--- config.mk ---
export PLATFORM = sky130hd
export DESIGN_NAME = dmem_responder
export DESIGN_NICKNAME = d
export VERILOG_FILES = /design/src/rtl/dmem_pkg.sv /design/src/rtl/dmem_load_align.sv /design/src/rtl/dmem_responder.sv
export SDC_FILE = /design/constraint.sdc
export NUM_CORES = 2
export LEC_CHECK = 0
export ABC_AREA = 1
export BUFFER_PORTS_ARGS = -buffer_cell sky130_fd_sc_hd__buf_2
export CORE_MARGIN = 8
export CORE_UTILIZATION = 35
export CTS_CLUSTER_DIAMETER = 120
export DETAILED_ROUTE_END_ITERATION = 6
export PLACE_DENSITY = 0.49
export RECOVER_POWER = 50
export SYNTH_ARGS = -nofsm -noshare
export SYNTH_HDL_FRONTEND = slang
export SYNTH_SLANG_ARGS = --single-unit
--- constraint.sdc ---
create_clock -name clk -period 25.3 [get_ports clk]
set_clock_uncertainty 0.1 [all_clocks]
set_input_delay 0 -clock clk [delete_from_list [all_inputs] [get_ports clk]]
set_output_delay 0 -clock clk [all_outputs]
set_load 0.05 [all_outputs]
--- src/rtl/dmem_pkg.sv ---
// Shared encodings and helpers for the handshaked data-memory responder.
// Access sizes, FSM states and byte-count/mask helpers live here.
package dmem_pkg;

  localparam logic [1:0] SZ_B = 2'b00;
  localparam logic [1:0] SZ_H = 2'b01;
  localparam logic [1:0] SZ_W = 2'b10;
  localparam logic [1:0] SZ_D = 2'b11;

  typedef enum logic [1:0] {
    IDLE = 2'd0,
    WAIT = 2'd1,
    RESP = 2'd2
  } state_t;

  function automatic logic [3:0] size_bytes(input logic [1:0] size);
    return 4'd1 << size;
  endfunction

  // Low-aligned mask covering the bytes of one access of the given size.
  function automatic logic [63:0] size_mask(input logic [1:0] size);
    case (size)
      SZ_B:    return 64'h0000_0000_0000_00ff;
      SZ_H:    return 64'h0000_0000_0000_ffff;
      SZ_W:    return 64'h0000_0000_ffff_ffff;
      default: return 64'hffff_ffff_ffff_ffff;
    endcase
  endfunction

endpackage

--- src/rtl/dmem_load_align.sv ---
// Selects the addressed bytes out of a little-endian doubleword and
// sign- or zero-extends them to 64 bits.
module dmem_load_align
  import dmem_pkg::*;
(
  input  logic [63:0] dword,
  input  logic [2:0]  offset,
  input  logic [1:0]  size,
  input  logic        is_unsigned,
  output logic [63:0] data
);

  logic [63:0] shifted;
  logic [63:0] mask;
  logic [63:0] raw;
  logic        sign;

  always_comb begin
    shifted = dword >> {offset, 3'b000};
    mask    = size_mask(size);
    raw     = shifted & mask;
    case (size)
      SZ_B:    sign = raw[7];
      SZ_H:    sign = raw[15];
      SZ_W:    sign = raw[31];
      default: sign = 1'b0;
    endcase
    data = (sign && !is_unsigned) ? (raw | ~mask) : raw;
  end

endmodule

--- src/rtl/dmem_responder.sv ---
// Multi-cycle request/response data memory: one outstanding access, loads
// sampled and stores committed on the edge that enters RESP.
module dmem_responder
  import dmem_pkg::*;
#(
  parameter int DEPTH_BYTES = 64,
  parameter int LATENCY     = 2
) (
  input  logic        clk,
  input  logic        reset,
  input  logic        req_valid,
  output logic        req_ready,
  input  logic        req_we,
  input  logic [1:0]  req_size,
  input  logic        req_unsigned,
  input  logic [63:0] req_addr,
  input  logic [63:0] req_wdata,
  output logic        rsp_valid,
  input  logic        rsp_ready,
  output logic [63:0] rsp_rdata,
  output logic        rsp_err,
  output logic [63:0] ele1,
  output logic [63:0] ele2,
  output logic [63:0] ele3,
  output logic [63:0] ele4,
  output logic [63:0] ele5
);

  localparam int NDW = DEPTH_BYTES / 8;
  localparam int CW  = (LATENCY < 2) ? 1 : $clog2(LATENCY + 1);

  // Handshake: a transfer happens on a rising edge where valid and ready are
  // both high; the responder holds rsp_* stable while rsp_valid waits.
  state_t        state, next_state;
  logic [CW-1:0] cnt;
  logic          accept, enter_resp;

  logic          lat_we, lat_uns;
  logic [1:0]    lat_size;
  logic [63:0]   lat_addr, lat_wdata;
  logic          cur_we, cur_uns;
  logic [1:0]    cur_size;
  logic [63:0]   cur_addr, cur_wdata;

  logic [63:0]   mem [NDW];
  logic [63:0]   rd_dword, ld_data, st_mask, st_data;
  logic [64:0]   end_addr;
  logic [2:0]    align_mask;
  logic          misaligned, out_of_range, acc_err;
  logic [63:0]   ele_w [5];

  always_ff @(posedge clk or posedge reset) begin
    if (reset) begin
      state <= IDLE;
      cnt   <= '0;
    end else begin
      state <= next_state;
      if (accept)
        cnt <= CW'(LATENCY);
      else if (state == WAIT && cnt != '0)
        cnt <= cnt - 1'b1;
    end
  end

  always_comb begin
    next_state = state;
    case (state)
      IDLE:    if (req_valid) next_state = (LATENCY == 0) ? RESP : WAIT;
      WAIT:    if (cnt == '0) next_state = RESP;
      RESP:    if (rsp_ready) next_state = IDLE;
      default: next_state = IDLE;
    endcase
  end

  always_comb begin
    req_ready  = (state == IDLE);
    rsp_valid  = (state == RESP);
    accept     = req_ready && req_valid;
    enter_resp = (state != RESP) && (next_state == RESP);
  end

  always_ff @(posedge clk or posedge reset) begin
    if (reset) begin
      lat_we    <= 1'b0;
      lat_uns   <= 1'b0;
      lat_size  <= SZ_B;
      lat_addr  <= '0;
      lat_wdata <= '0;
    end else if (accept) begin
      lat_we    <= req_we;
      lat_uns   <= req_unsigned;
      lat_size  <= req_size;
      lat_addr  <= req_addr;
      lat_wdata <= req_wdata;
    end
  end

  // With zero latency the access completes on the accepting edge, so the
  // live request is used directly while idle.
  always_comb begin
    cur_we    = (state == IDLE) ? req_we       : lat_we;
    cur_uns   = (state == IDLE) ? req_unsigned : lat_uns;
    cur_size  = (state == IDLE) ? req_size     : lat_size;
    cur_addr  = (state == IDLE) ? req_addr     : lat_addr;
    cur_wdata = (state == IDLE) ? req_wdata    : lat_wdata;
  end

  always_comb begin
    align_mask   = 3'(size_bytes(cur_size) - 4'd1);
    misaligned   = (cur_addr[2:0] & align_mask) != 3'd0;
    end_addr     = {1'b0, cur_addr} + {61'd0, size_bytes(cur_size)};
    out_of_range = end_addr > 65'(DEPTH_BYTES);
    acc_err      = misaligned | out_of_range;
    st_mask      = size_mask(cur_size) << {cur_addr[2:0], 3'b000};
    st_data      = cur_wdata << {cur_addr[2:0], 3'b000};
  end

  always_comb begin
    rd_dword = '0;
    for (int i = 0; i < NDW; i++)
      if (cur_addr[63:3] == 61'(i)) rd_dword = mem[i];
  end

  dmem_load_align u_align (
    .dword       (rd_dword),
    .offset      (cur_addr[2:0]),
    .size        (cur_size),
    .is_unsigned (cur_uns),
    .data        (ld_data)
  );

  always_ff @(posedge clk or posedge reset) begin
    if (reset) begin
      for (int i = 0; i < NDW; i++) mem[i] <= '0;
      rsp_rdata <= '0;
      rsp_err   <= 1'b0;
    end else if (enter_resp) begin
      rsp_err   <= acc_err;
      rsp_rdata <= (acc_err || cur_we) ? '0 : ld_data;
      if (cur_we && !acc_err)
        for (int i = 0; i < NDW; i++)
          if (cur_addr[63:3] == 61'(i))
            mem[i] <= (mem[i] & ~st_mask) | (st_data & st_mask);
    end
  end

  for (genvar g = 0; g < 5; g++) begin : g_ele
    if (g < NDW) begin : g_map
      assign ele_w[g] = mem[g];
    end else begin : g_zero
      assign ele_w[g] = '0;
    end
  end

  assign ele1 = ele_w[0];
  assign ele2 = ele_w[1];
  assign ele3 = ele_w[2];
  assign ele4 = ele_w[3];
  assign ele5 = ele_w[4];

endmodule

== Yosys cells after proc, flatten, opt, wreduce, memory -nomap -nowiden ==
Cells that the tools add are included.
Word-level totals
  output and inout port bits: 387
  input port bits: 136
  register bits after elaboration: 713
  logic and storage cells: 107
Operators by class
  mux-type cells: 23
  reduce and logical (&&, ||, !) cells: 23
  bitwise gates (word level): 23
  eq/ne operators: 13
  add/subtract/negate cells: 3
  $lt $le $gt $ge: 1
  shift-type cells: 4
Operators by type and width (number)
  two-way mux 64 bit: 12
  AND 64 bit: 10
  bitwise OR 64 bit: 9
  == test 61 x 3 -> 1 bit (second input constant): 4
  one-hot mux 64 bit (3 select lines): 1
  inverter 64 bit: 2
  << shifter 64 x 6 -> 64 bit: 2
  == test 61 x 2 -> 1 bit (second input constant): 2
  adder 64 x 4 -> 65 bit: 1
  > comparator 65 x 7 -> 1 bit (second input constant): 1
  right shift 64 x 6 -> 64 bit: 1
  == test 61 x 1 -> 1 bit (second input constant): 1
  logical NOT 61 bit: 1
  AND reduction 3 bit: 8
  two-way mux 2 bit: 6
  == test 2 bit (second input constant): 3
  logical NOT 2 bit: 3
  one-hot mux 2 bit (3 select lines): 1
  logical AND 1 bit: 5
  == test 2 x 1 -> 1 bit (second input constant): 2
  nonzero test 2 bit: 2
  << shifter 1 x 2 -> 4 bit (first input constant): 1
  AND 3 bit: 1
  one-hot mux 1 bit (3 select lines): 1
  other kinds (8): 10

== Longest topological paths before layout ==
  word-level depth: 17
  depth in mapped cells: 39
  gate-level depth less buffers: 31

== Hierarchy ==
Synthesis repeated with hierarchy kept, for this count alone.
Second synthesis, totals
  cell total of the unflattened synthesis: 6569
  area, all modules: 44253.7 µm²
Modules (own cells, without submodules)
  dmem_responder: sequential area each 17842.1 µm², cells an instance 6118, instances 1, area an instance 42190.5 µm²
  dmem_load_align: sequential area each 0.0 µm², cells an instance 451, instances 1, area an instance 2063.2 µm²

== Worst setup path before layout ==
No wires, ideal clock.
  path type: reg2reg
  from: register state[1]
  to: register with a tool-made name
  period minus slack after synthesis: 6.168 ns
  library setup time: 0.125 ns
  setup slack: 19.132 ns
  cell stages (with the launch flop): 37
  required time: 25.075 ns
  arrival: 5.943 ns
  path through: dfrtp_1 > nor2_2 > buf_6 > buf_6 > buf_6 > buf_4 > buf_2 > nand2_1 > o21ai_2 > clkbuf_1 > buf_1 > buf_1 > clkbuf_1 > ha_1 > inv_1 > fa_1 > inv_1 > nand3_1 > nand2_1 > nand2_1 > nor2_2 > nand2_2 > nor2_2 > nand4_1 > nor2_1 > xor2_1 > nand2_1 > nor4_1 > nand3_1 > a21oi_2 > and2_4 > buf_8 > buf_12 > nand4_4 > buf_6 > nand2_1 > o21ai_1
RTL lines
  from (decl): line dmem_responder.sv:34  | state_t state, next_state;
  from (signal assigned): line dmem_responder.sv:57  | state <= next_state;

==> metrics <==
status=complete, but fails checks; failing checks=max-capacitance violations, max-slew violations; All-Layer GR Usage=26.8%; post-synthesis async set-or-reset flop share=100%; Yosys reg bits=713; cell family with most CP delay=buffers and inverters; Die Wd=approximately 370 um; post-route insts no fill=around 8,100; total power=0.00606 W; Via density=5.23; largest net degree at the start of global routing=133; Port Buffers=~520; worst slack, placed=17,310 ps; pwr dens=122 mW/mm^2; IR drop worst, VDD=between 90 and 100 uV; RSZ-0062 raised after global routing=no; worst-case clock buffer depth=3; Layout fillers=13,200; Detail Placement HPWL=142,000 um; crit path time final=12,940 ps; FF-to-FF path depth=32; setup bufs post-CTS=0; CP Max Fanout=around 130; Post-synth EDFFs=0; Synth top area share=40.8%; share of cells above drive strength 1=8.75%; IO Count=523; crit start category=primary input; Most used DFF post-synth=dfrtp_1; post-DR wirelength/cell=23.5 um; area grow syn2layout=13.5%; Worst Max-Slew Pin Slew=between 7000 and 8000 ps; routed wire length=190,000 um; CP required=24,130 ps; Syn Nets=6,271; crit share post-route=51.1%; crit-path cells=dlygate4sd3_1 -> buf_2 -> dlygate4sd3_1 -> clkinvlp_2 -> clkbuf_1 -> clkbuf_1; Mean Syn Cell Area=7.14 um^2; Slowest Stage Delay on Critical Path=~5200 ps; Final Worst Setup Slack=12,360 ps; num rows=129; Max Slew Vio Count=~610; root buffer cell=clkbuf_16; CTS tree=yes; clk sink count=713; Pre-antenna DRT Iters=7; Core Box Area=around 0.12 mm^2; worst hold path class=primary input to register; Mapped Cells=6,127; stages on the worst setup path=6; vias in the first global route=39,900; Die Span Y=about 370 um; Residual DRC=0; Setup crit end kind=asynchronous set/reset pin; H-tree depth=3; worst setup path endpoint=rsp_rdata[51]$_DFFE_PP0P_; sequential element share of the synthesized area=roughly two fifths; GP Congestion=about 0.97; WS Path Type=primary input to asynchronous set/reset pin; final hold violations=0; Netlist Area Pre-Place=0.0437 mm^2; Worst Path Buf+Inv=6; post-synth cell types=56; maxcap violations=8; worst skew pair latency=700 ps; Static Leakage=24.0 nW; TritonCTS Buffers=a little under 90; clock-pin slew on the worst setup and hold paths=~60 ps; Crit. Startpoint=reset; r2r setup slk=17,140 ps; dpl cells=7,738; Crit path arrival time=11,770 ps; initial antenna violation count=1; largest cells by area after synthesis=dfrtp_1, nand2_1, buf_4; grt ovf=0; Initial Utilization=35.3%; DRT antenna net count=0; r2r startpoint=state[1]$_DFF_PP0_; cell taking the most area after synthesis=dfrtp_1; Iteration-0 DRC Markers=5,019; routed vias=42,300; Final nets=6,520; first-pass GRT wire length=280,000 um; slowest stage cell on the critical path=clkbuf_1; setup TNS=0 ps; Die ar.=roughly 0.14 mm^2; Setup-failing EPs final=0; ANT cells=0; Ys Warns=0; Max Fclk=77.3 MHz; Max-Slew Margin vs Limit=-401%
[stage by stage]
step | hold WS, ps | util (%) | instance area, um^2
floorplan | -3.49 | - | 43700
global placement | 114 | 36.4 | 45100
detailed placement | 115 | 36.4 | 45100
CTS | 2.48 | 40.5 | 50200
global route | 59.4 | 40.1 | 49700
finish | 43.0 | 40.1 | 49700
[routing by layer]
metal / global-route usage [%] / part of all wire [%] / vias up
met5: 0 / 0 / -
met4: 7.72 / 3.0 / 0
met3: 4.93 / 8.0 / 251
met2: 40.5 / 43 / 1773
met1: 39.1 / 46 / 20300
li1: - / - / 19900
[placed cells by master (no fill, tap or decap), types with 34 or more instances in the layout]
| cell | instances |
|---|---|
| a21oi_1 | 114 |
| buf_2 | 136 |
| buf_4 | 85 |
| clkbuf_1 | 403 |
| clkbuf_16 | 88 |
| dfrtp_1 | 713 |
| dlygate4sd3_1 | 185 |
| inv_1 | 387 |
| nand2_1 | 2300 |
| nand3_1 | 504 |
| nand4_1 | 69 |
| nand4_4 | 40 |
| nor2_1 | 314 |
| o211ai_1 | 47 |
| o21ai_0 | 329 |
| o21ai_1 | 353 |
| or2_2 | 34 |
| xor2_1 | 46 |
[cell families (layout without fill, tap and decap cells)]
kind of cell / Yosys count / in the layout / synth area share, %
xor gates and xnor gates: 51 / 51 / 1.02
adders and majority gates: 8 / 8 / 0.246
muxes: 5 / 5 / 0.114
and+or+nand+nor: 3402 / 3402 / 33.8
DFF: 713 / 713 / 40.8
buffers and inverters: 1046 / 1368 / 13.1
AOI/OAI and AO/OA: 902 / 902 / 11.0
[synth_stat cells, types with 6 or more instances]
| library cell | instances |
|---|---|
| nor2_1 | 322 |
| buf_6 | 41 |
| inv_2 | 10 |
| nor2_2 | 26 |
| nor3_1 | 22 |
| clkbuf_1 | 129 |
| nand4_4 | 40 |
| nand4_1 | 69 |
| a21oi_1 | 114 |
| nand3_1 | 504 |
| nand2_2 | 31 |
| a221oi_1 | 7 |
| o211ai_1 | 47 |
| nor2_4 | 6 |
| o21ai_1 | 349 |
| a22o_1 | 7 |
| o21a_1 | 7 |
| o22ai_1 | 7 |
| or2_2 | 34 |
| inv_1 | 392 |
| o21ai_2 | 6 |
| nor3_2 | 8 |
| buf_2 | 73 |
| nand2_1 | 2302 |
| nor4_1 | 18 |
| o32ai_1 | 6 |
| o21ai_0 | 335 |
| buf_4 | 347 |
| nand3b_1 | 6 |
| dfrtp_1 | 713 |
| ha_1 | 7 |
| buf_1 | 43 |
| xor2_1 | 46 |
[worst register-to-register path, delay by kind of cell, from the launching register on]
| kind | cells | cell delay, ps |
|---|---|---|
| simple gates | 22 | 4040 |
| buf+inv | 5 | 2010 |
| fa+ha+maj | 2 | 740 |
| xor+xnor | 1 | 80 |
| compound gates | 2 | 700 |
| flops | 1 | 420 |
[repair_timing]
action	4_1_cts	5_1_grt
resized for setup	0	0
endpoints found under the hold margin	244	0
hold buffers	185	0
setup endpoints to repair	0	0
[area by class of cell]
class	count	area, um^2	area share [%]
multi-input cells	4368	20300	41.0
flip-flops and latches	713	17800	35.9
repair buffers	798	4640	9.35
clock buffers	110	2390	4.82
well taps	1637	2050	4.12
inverters	407	1530	3.09
clock inverters	53	857	1.73
[worst min path at each step]
| stage | end | slack [ps] | startpoint | cells after the start |
|---|---|---|---|---|
| global route | lat_wdata[8]$_DFFE_PP0P_ | 60 | req_wdata[8] | 4 |
| CTS | lat_wdata[26]$_DFFE_PP0P_ | 2 | req_wdata[26] | 4 |
| global placement | asynchronous set/reset pin | 110 | reset | 2 |
| detailed placement | asynchronous set/reset pin | 120 | reset | 2 |
| floorplan | state[1]$_DFF_PP0_ | -3 | rsp_ready | 1 |
| finish | lat_wdata[38]$_DFFE_PP0P_ | 40 | req_wdata[38] | 4 |
[power by group]
group	internal, W	switching [W]
sequential	0.00128	0.0000837
combinational	0.000673	0.00259
clock	0.000847	0.000578
total	0.00280	0.00326
(Power assumes the default switching activity.)
